$ cat config.mk
export PLATFORM = sky130hd
export DESIGN_NAME = scan_mux
export DESIGN_NICKNAME = d
export VERILOG_FILES = /design/src/rtl/scan_mux.sv
export SDC_FILE = /design/constraint.sdc
export NUM_CORES = 1
export LEC_CHECK = 0
export BUFFER_PORTS_ARGS = -buffer_cell sky130_fd_sc_hd__buf_2
export CAP_MARGIN = 20
export CORE_AREA = 8 8 64 66
export CTS_BUF_LIST = sky130_fd_sc_hd__clkbuf_16
export DETAILED_ROUTE_END_ITERATION = 10
export DIE_AREA = 0 0 72 74
export GPL_TIMING_DRIVEN = 0
export HOLD_SLACK_MARGIN = 0.08
export PLACE_DENSITY = 0.59
export SLEW_MARGIN = 10
export SYNTH_ARGS = -nofsm -noshare
export SYNTH_HDL_FRONTEND = slang
export SYNTH_SLANG_ARGS = --single-unit
$ cat constraint.sdc
create_clock -name clk -period 2.8 [get_ports clk]
set_input_delay 0.56 -clock clk [delete_from_list [all_inputs] [get_ports clk]]
set_output_delay 0.56 -clock clk [all_outputs]
set_load 0.02 [all_outputs]
$ cat src/rtl/scan_mux.sv
// Channel scan multiplexer: manual select or auto-scan with a prescaled pointer.
// The outputs o, sel, an and tick are all registered and update on the same edge.
module scan_mux #(
    parameter  int W   = 4,
    parameter  int N   = 4,
    parameter  int DIV = 16,
    localparam int SW  = (N > 1) ? $clog2(N) : 1
) (
    input  logic            clk,
    input  logic            rst,
    input  logic [N*W-1:0]  I,
    input  logic [SW-1:0]   s,
    input  logic            mode,
    input  logic            en,
    output logic [W-1:0]    o,
    output logic [SW-1:0]   sel,
    output logic [N-1:0]    an,
    output logic            tick
);

    localparam int              PW       = (DIV > 1) ? $clog2(DIV) : 1;
    localparam logic [SW-1:0]   LAST_CH  = SW'(N - 1);
    localparam logic [PW-1:0]   LAST_CNT = PW'(DIV - 1);

    logic [SW-1:0] r_ptr;
    logic [PW-1:0] r_pcnt;
    logic [W-1:0]  r_o;
    logic [N-1:0]  r_an;
    logic          r_tick;

    logic [SW-1:0] w_s_lim;
    logic [SW-1:0] w_ptr_nxt;
    logic [PW-1:0] w_pcnt_nxt;
    logic          w_tick_nxt;
    logic          w_wrap;
    logic [W-1:0]  w_o_nxt;
    logic [N-1:0]  w_an_nxt;

    // Out-of-range manual selects fall back to channel 0; a full power-of-two N has none.
    generate
        if ((1 << SW) == N) begin : g_s_full
            assign w_s_lim = s;
        end else begin : g_s_clip
            assign w_s_lim = (s < SW'(N)) ? s : '0;
        end
    endgenerate

    assign w_wrap = (r_pcnt == LAST_CNT);

    always_comb begin
        w_ptr_nxt  = r_ptr;
        w_pcnt_nxt = r_pcnt;
        w_tick_nxt = 1'b0;
        if (mode) begin
            if (w_wrap) begin
                w_pcnt_nxt = '0;
                w_ptr_nxt  = (r_ptr == LAST_CH) ? '0 : r_ptr + 1'b1;
                w_tick_nxt = 1'b1;
            end else begin
                w_pcnt_nxt = r_pcnt + 1'b1;
            end
        end else begin
            w_ptr_nxt  = w_s_lim;
            w_pcnt_nxt = '0;
        end
    end

    // Data and strobe are taken from the next pointer so o, sel and an never disagree.
    assign w_o_nxt  = I[w_ptr_nxt*W +: W];
    assign w_an_nxt = N'(1) << w_ptr_nxt;

    always_ff @(posedge clk or posedge rst) begin
        if (rst) begin
            r_ptr  <= '0;
            r_pcnt <= '0;
            r_o    <= '0;
            r_an   <= N'(1);
            r_tick <= 1'b0;
        end else if (en) begin
            r_ptr  <= w_ptr_nxt;
            r_pcnt <= w_pcnt_nxt;
            r_o    <= w_o_nxt;
            r_an   <= w_an_nxt;
            r_tick <= w_tick_nxt;
        end else begin
            r_tick <= 1'b0;
        end
    end

    assign o    = r_o;
    assign sel  = r_ptr;
    assign an   = r_an;
    assign tick = r_tick;

endmodule

[Word-level counts from Yosys, hierarchy flattened]
Cells that the tools add are included.
Operators by class
  $add $sub $neg: 2
  equal/unequal tests: 2
  shift-type cells: 2
  muxes and demuxes: 8
Operators by type and width (count)
  indexed part select 16 x 5 -> 4 bit: 1
  2-to-1 mux 4 bit: 2
  2-to-1 mux 2 bit: 3
  adder 4 x 1 -> 4 bit (second input constant): 1
  == test 4 bit (second input constant): 1
  << shifter 1 x 2 -> 4 bit (first input constant): 1
  2-to-1 mux 1 bit: 3
  adder 2 x 1 -> 2 bit (second input constant): 1
  == test 2 bit (second input constant): 1
Storage, ports and cells
  bits in registers: 15
  bits of input ports: 22
  output and inout bits: 11

[Longest topological paths before layout]
  depth in word-level cells: 5
  mapped depth: 7
  depth with buffers taken out: 6

[Least setup slack after synthesis]
Ideal clock, no wire load.
  kind: register to register
  start point: register r_ptr[0], in the netlist sel[0]
  end point: register r_an[3], in the netlist an[3]
  setup time: 0.125 ns
  arrival time: 1.904 ns
  slack: 0.771 ns
  stages on the path, launching flop included: 7
  cell sequence: dfrtp_1 ha_1 and4_2 a211oi_2 nand2b_1 nor2_1 mux2_2
Between the ends
  longest elaborated chain between the ends: 5
  elaborated cells on any way between the ends: 6
  those cells by class: 1 x add/sub; 1 x eq/ne; 1 x shift; 3 x mux
Ends and longest elaborated chain
  start: declaration: line 25  | logic [SW-1:0] r_ptr;
  start signal: assignment: line 80  | r_ptr <= w_ptr_nxt;
  adder 2 x 1 -> 2 bit or == test 2 bit (tied branches): line 57  | w_ptr_nxt = (r_ptr == LAST_CH) ? '0 : r_ptr + 1'b1;
  2-to-1 mux 2 bit: line 57
  2-to-1 mux 2 bit *: line 55  | if (w_wrap) begin
  2-to-1 mux 2 bit *: line 54  | if (mode) begin
  << shifter 1 x 2 -> 4 bit *: line 70  | assign w_an_nxt = N'(1) << w_ptr_nxt;
  end signal: assignment: line 83  | r_an <= w_an_nxt;
  end: declaration: line 28  | logic [N-1:0] r_an;
Mark *: on every way between the ends. The rest lies on a longest branch, timed or not.
A chain may end at the register's enable or synchronous reset.

[Final worst setup path]
  start point: register r_ptr[0], in the netlist sel[0]
  end point: register r_o[2], in the netlist o[2]
Between the ends
  longest elaborated chain between the ends: 5
  elaborated cells on any way between the ends: 6
  those cells by class: 1 x add/sub; 1 x eq/ne; 1 x shift; 3 x mux
Ends and longest elaborated chain
  adder 2 x 1 -> 2 bit or == test 2 bit (tied branches): line 57
  2-to-1 mux 2 bit: line 57
  2-to-1 mux 2 bit *: line 55
  2-to-1 mux 2 bit *: line 54
  indexed part select 16 x 5 -> 4 bit *: line 69  | assign w_o_nxt = I[w_ptr_nxt*W +: W];
  end signal: assignment: line 82  | r_o <= w_o_nxt;
  end: declaration: line 27  | logic [W-1:0] r_o;
Marked as above.

==> run summary <==
PortBufs = 30
total track usage = 9.019%
syn avg cell area = 8.984 µm²
io pins = 33
global route overflow = 0
layout overhead on the synthesized area = 31.89%
vias = 807
Reg clk slew, reported paths = 0.05 ns
outcome = completed
Buf+Inv Stages, Crit Path = 0
Nets = 159
Final min period = 2.154 ns
post-route cell area = 1185 µm²
family with the most delay on the worst path = compound AO/OA/AOI/OAI gates
sequential element share of the synthesized area = 41.92%
hold bufs inserted after CTS = 0
die area = 5328 µm²
Setup Crit Path Kind = reg2reg
vias in the first global route = 785
drt wl/cell = 12.04 µm
Setup Skew = 0.004235 ns
critical path arrival = 2.31 ns
post-route DRC violation count = 0
Initial Util = 28.26%
number of detailed-route iterations in the first pass = 4
RSZ-0062 raised after global routing = no
hold_ws = 0.3566 ns
Cell Rows = 21
fill count = 323
CTS max path bufs = 2
setup TNS = 0 ns
Die Ht = 74 µm
Pwr Density = 604.4 nW/µm²
CTS H-tree depth = 1
top cell type's share of synthesized area = 39.00%
Detail Placement HPWL = 1.730 mm
clk_lat worst skew = 0.24 ns
global-route wire length before repair = 3.684 mm
critical path's slowest cell = a211oi_2
most common library cell in the layout ignoring fill and taps = buf_2
max-cap viol count = 0
Post-Route WL = 2.168 mm
most frequent cells in the layout = buf_2 (31), dfrtp_1 (14), inv_1 (13)
initial antenna violation count = 0
EDFF count, synth = 0
Num CTS Buffers = 3
Antenna Nets Post-Route = 0
cts repair resizes = 0
die width = 72 µm
layout cell share with drive strength beyond 1 = 32.84%
post-CTS setup buffers = 0
Mapped Area = 898.4 µm²
Startpoint Class = register
CTS tree = done
Cell Area, Placed = 1106 µm²
critical path data required time = 2.95 ns
largest net degree at the start of global routing = 16
endpoints failing setup = 0
CTS root buffer = clkbuf_16
peak supply drop = 0.0002066 V
CP max stage delay = 0.54 ns
Via density = 4.483
Critical Path, Cell by Cell = ha_1 > and4_2 > a211oi_2 > nand2b_1 > nand2_1 > o221ai_1
maximum fanout along the worst path = 10
Final Cycle Share = 76.94%
cell taking the most area after synthesis = dfrtp_1
Async SR Flop Fraction = 100.0%
number of distinct library cells after synthesis = 25
Hold WC Path Type = in2async
Area contributors post-synth = dfrtp_1 (39%), mux2i_1 (10%), nand3_1 (6.7%)
diode count = 0
ys flop type = dfrtp_1
Fmax = 0.4642 GHz
slew margin rel. = 59.59%
Std-Cell Core Area = 3179 µm²
Final Max Tran Viols = 0
# clock sinks = 15
number of synthesized register bits = 15
Crit. End Element = register
gpl congestion = 0.7200
net count after synthesis = 124
post-synthesis cell count = 100
Worst-Margin Slew = 0.6051 ns
DR iter-0 viols = 44
Synthesis Warnings = 0
leak pwr = 0.5878 nW
final hold vios = 0
## synth_stat cells, drive strengths merged, types with 2 or more instances
cell,count
dfrtp,14
nand3,13
inv,12
nor2,12
mux2i,9
nand2,7
o21ai,7
clkbuf,4
o221ai,4
mux2,3
buf,2
ha,2
## cells by family (layout without fill, tap and decap cells)
group	count (synthesis)	after routing	share of synthesized area, %
adder cells (fa/ha/maj)	2	2	2.785
buffers and inverters	18	52	8.494
flip-flops	15	15	41.92
AO/OA/AOI/OAI	15	15	12.67
AND/OR/NAND/NOR	38	38	20.34
multiplexers	12	12	13.79
## registers in the layout (all words and copies together) (netlist names)
name,flops
tick,1
sel,2
r_pcnt,4
o,4
an,4
## final timing paths
path,slack (ns),from,to,depth (start not counted)
worst max register to register,0.65,sel[0],o[2],6
worst max-delay path,0.65,sel[0],o[2],6
min in group clk,0.47,an[0],an[0],2
worst min register to register,0.47,an[0],an[0],2
max in group asynchronous,2.07,rst,an[0],2
worst min-delay path,0.36,rst,r_pcnt[2],2
## layer usage
layer	global-route usage [%]	wire length [µm]	vias to the layer above
met5	0	0	-
met4	6.803	65	0
met3	3.100	176	5
met2	13.56	976	24
met1	10.43	950	367
li1	-	-	411
## worst reg2reg max path, stage by stage (launching register included)
cell and delay [ns]:
dfrtp_1 0.41, ha_1 0.31, and4_2 0.24, a211oi_2 0.54, nand2b_1 0.23, nand2_1 0.13, o221ai_1 0.21
## area by class of cell
type | count | area, µm² | area share (%)
multi-input combinational | 67 | 445.4 | 37.59
sequential | 15 | 376.6 | 31.78
timing repair buffer | 30 | 150.1 | 12.67
clock buffer | 3 | 75.07 | 6.336
tap | 46 | 57.56 | 4.857
inverter | 12 | 45.04 | 3.801
buffer | 6 | 31.28 | 2.640
clock inverter | 1 | 3.754 | 0.3168
## power by group
group / leakage [nW] / switching (mW) / internal, mW
Clock: 0.0423 / 0.0819 / 0.189
Sequential: 0.188 / 0.0206 / 0.248
Combinational: 0.358 / 0.104 / 0.0731
## per-stage QoR
stage                     utilization, %  std cells  setup slack [ns]  total power, mW
final                              37.27        180            0.6458           0.7162
after global routing               37.27        180            0.4351           0.7630
after CTS                          37.27        180            0.6420           0.7246
after detailed placement           34.79        176            0.6571           0.4518
after global placement             34.79        176            0.6917           0.4468
after floorplan                        -        100            0.7713           0.3900
No activity file was read; power rests on OpenSTA's default activity.
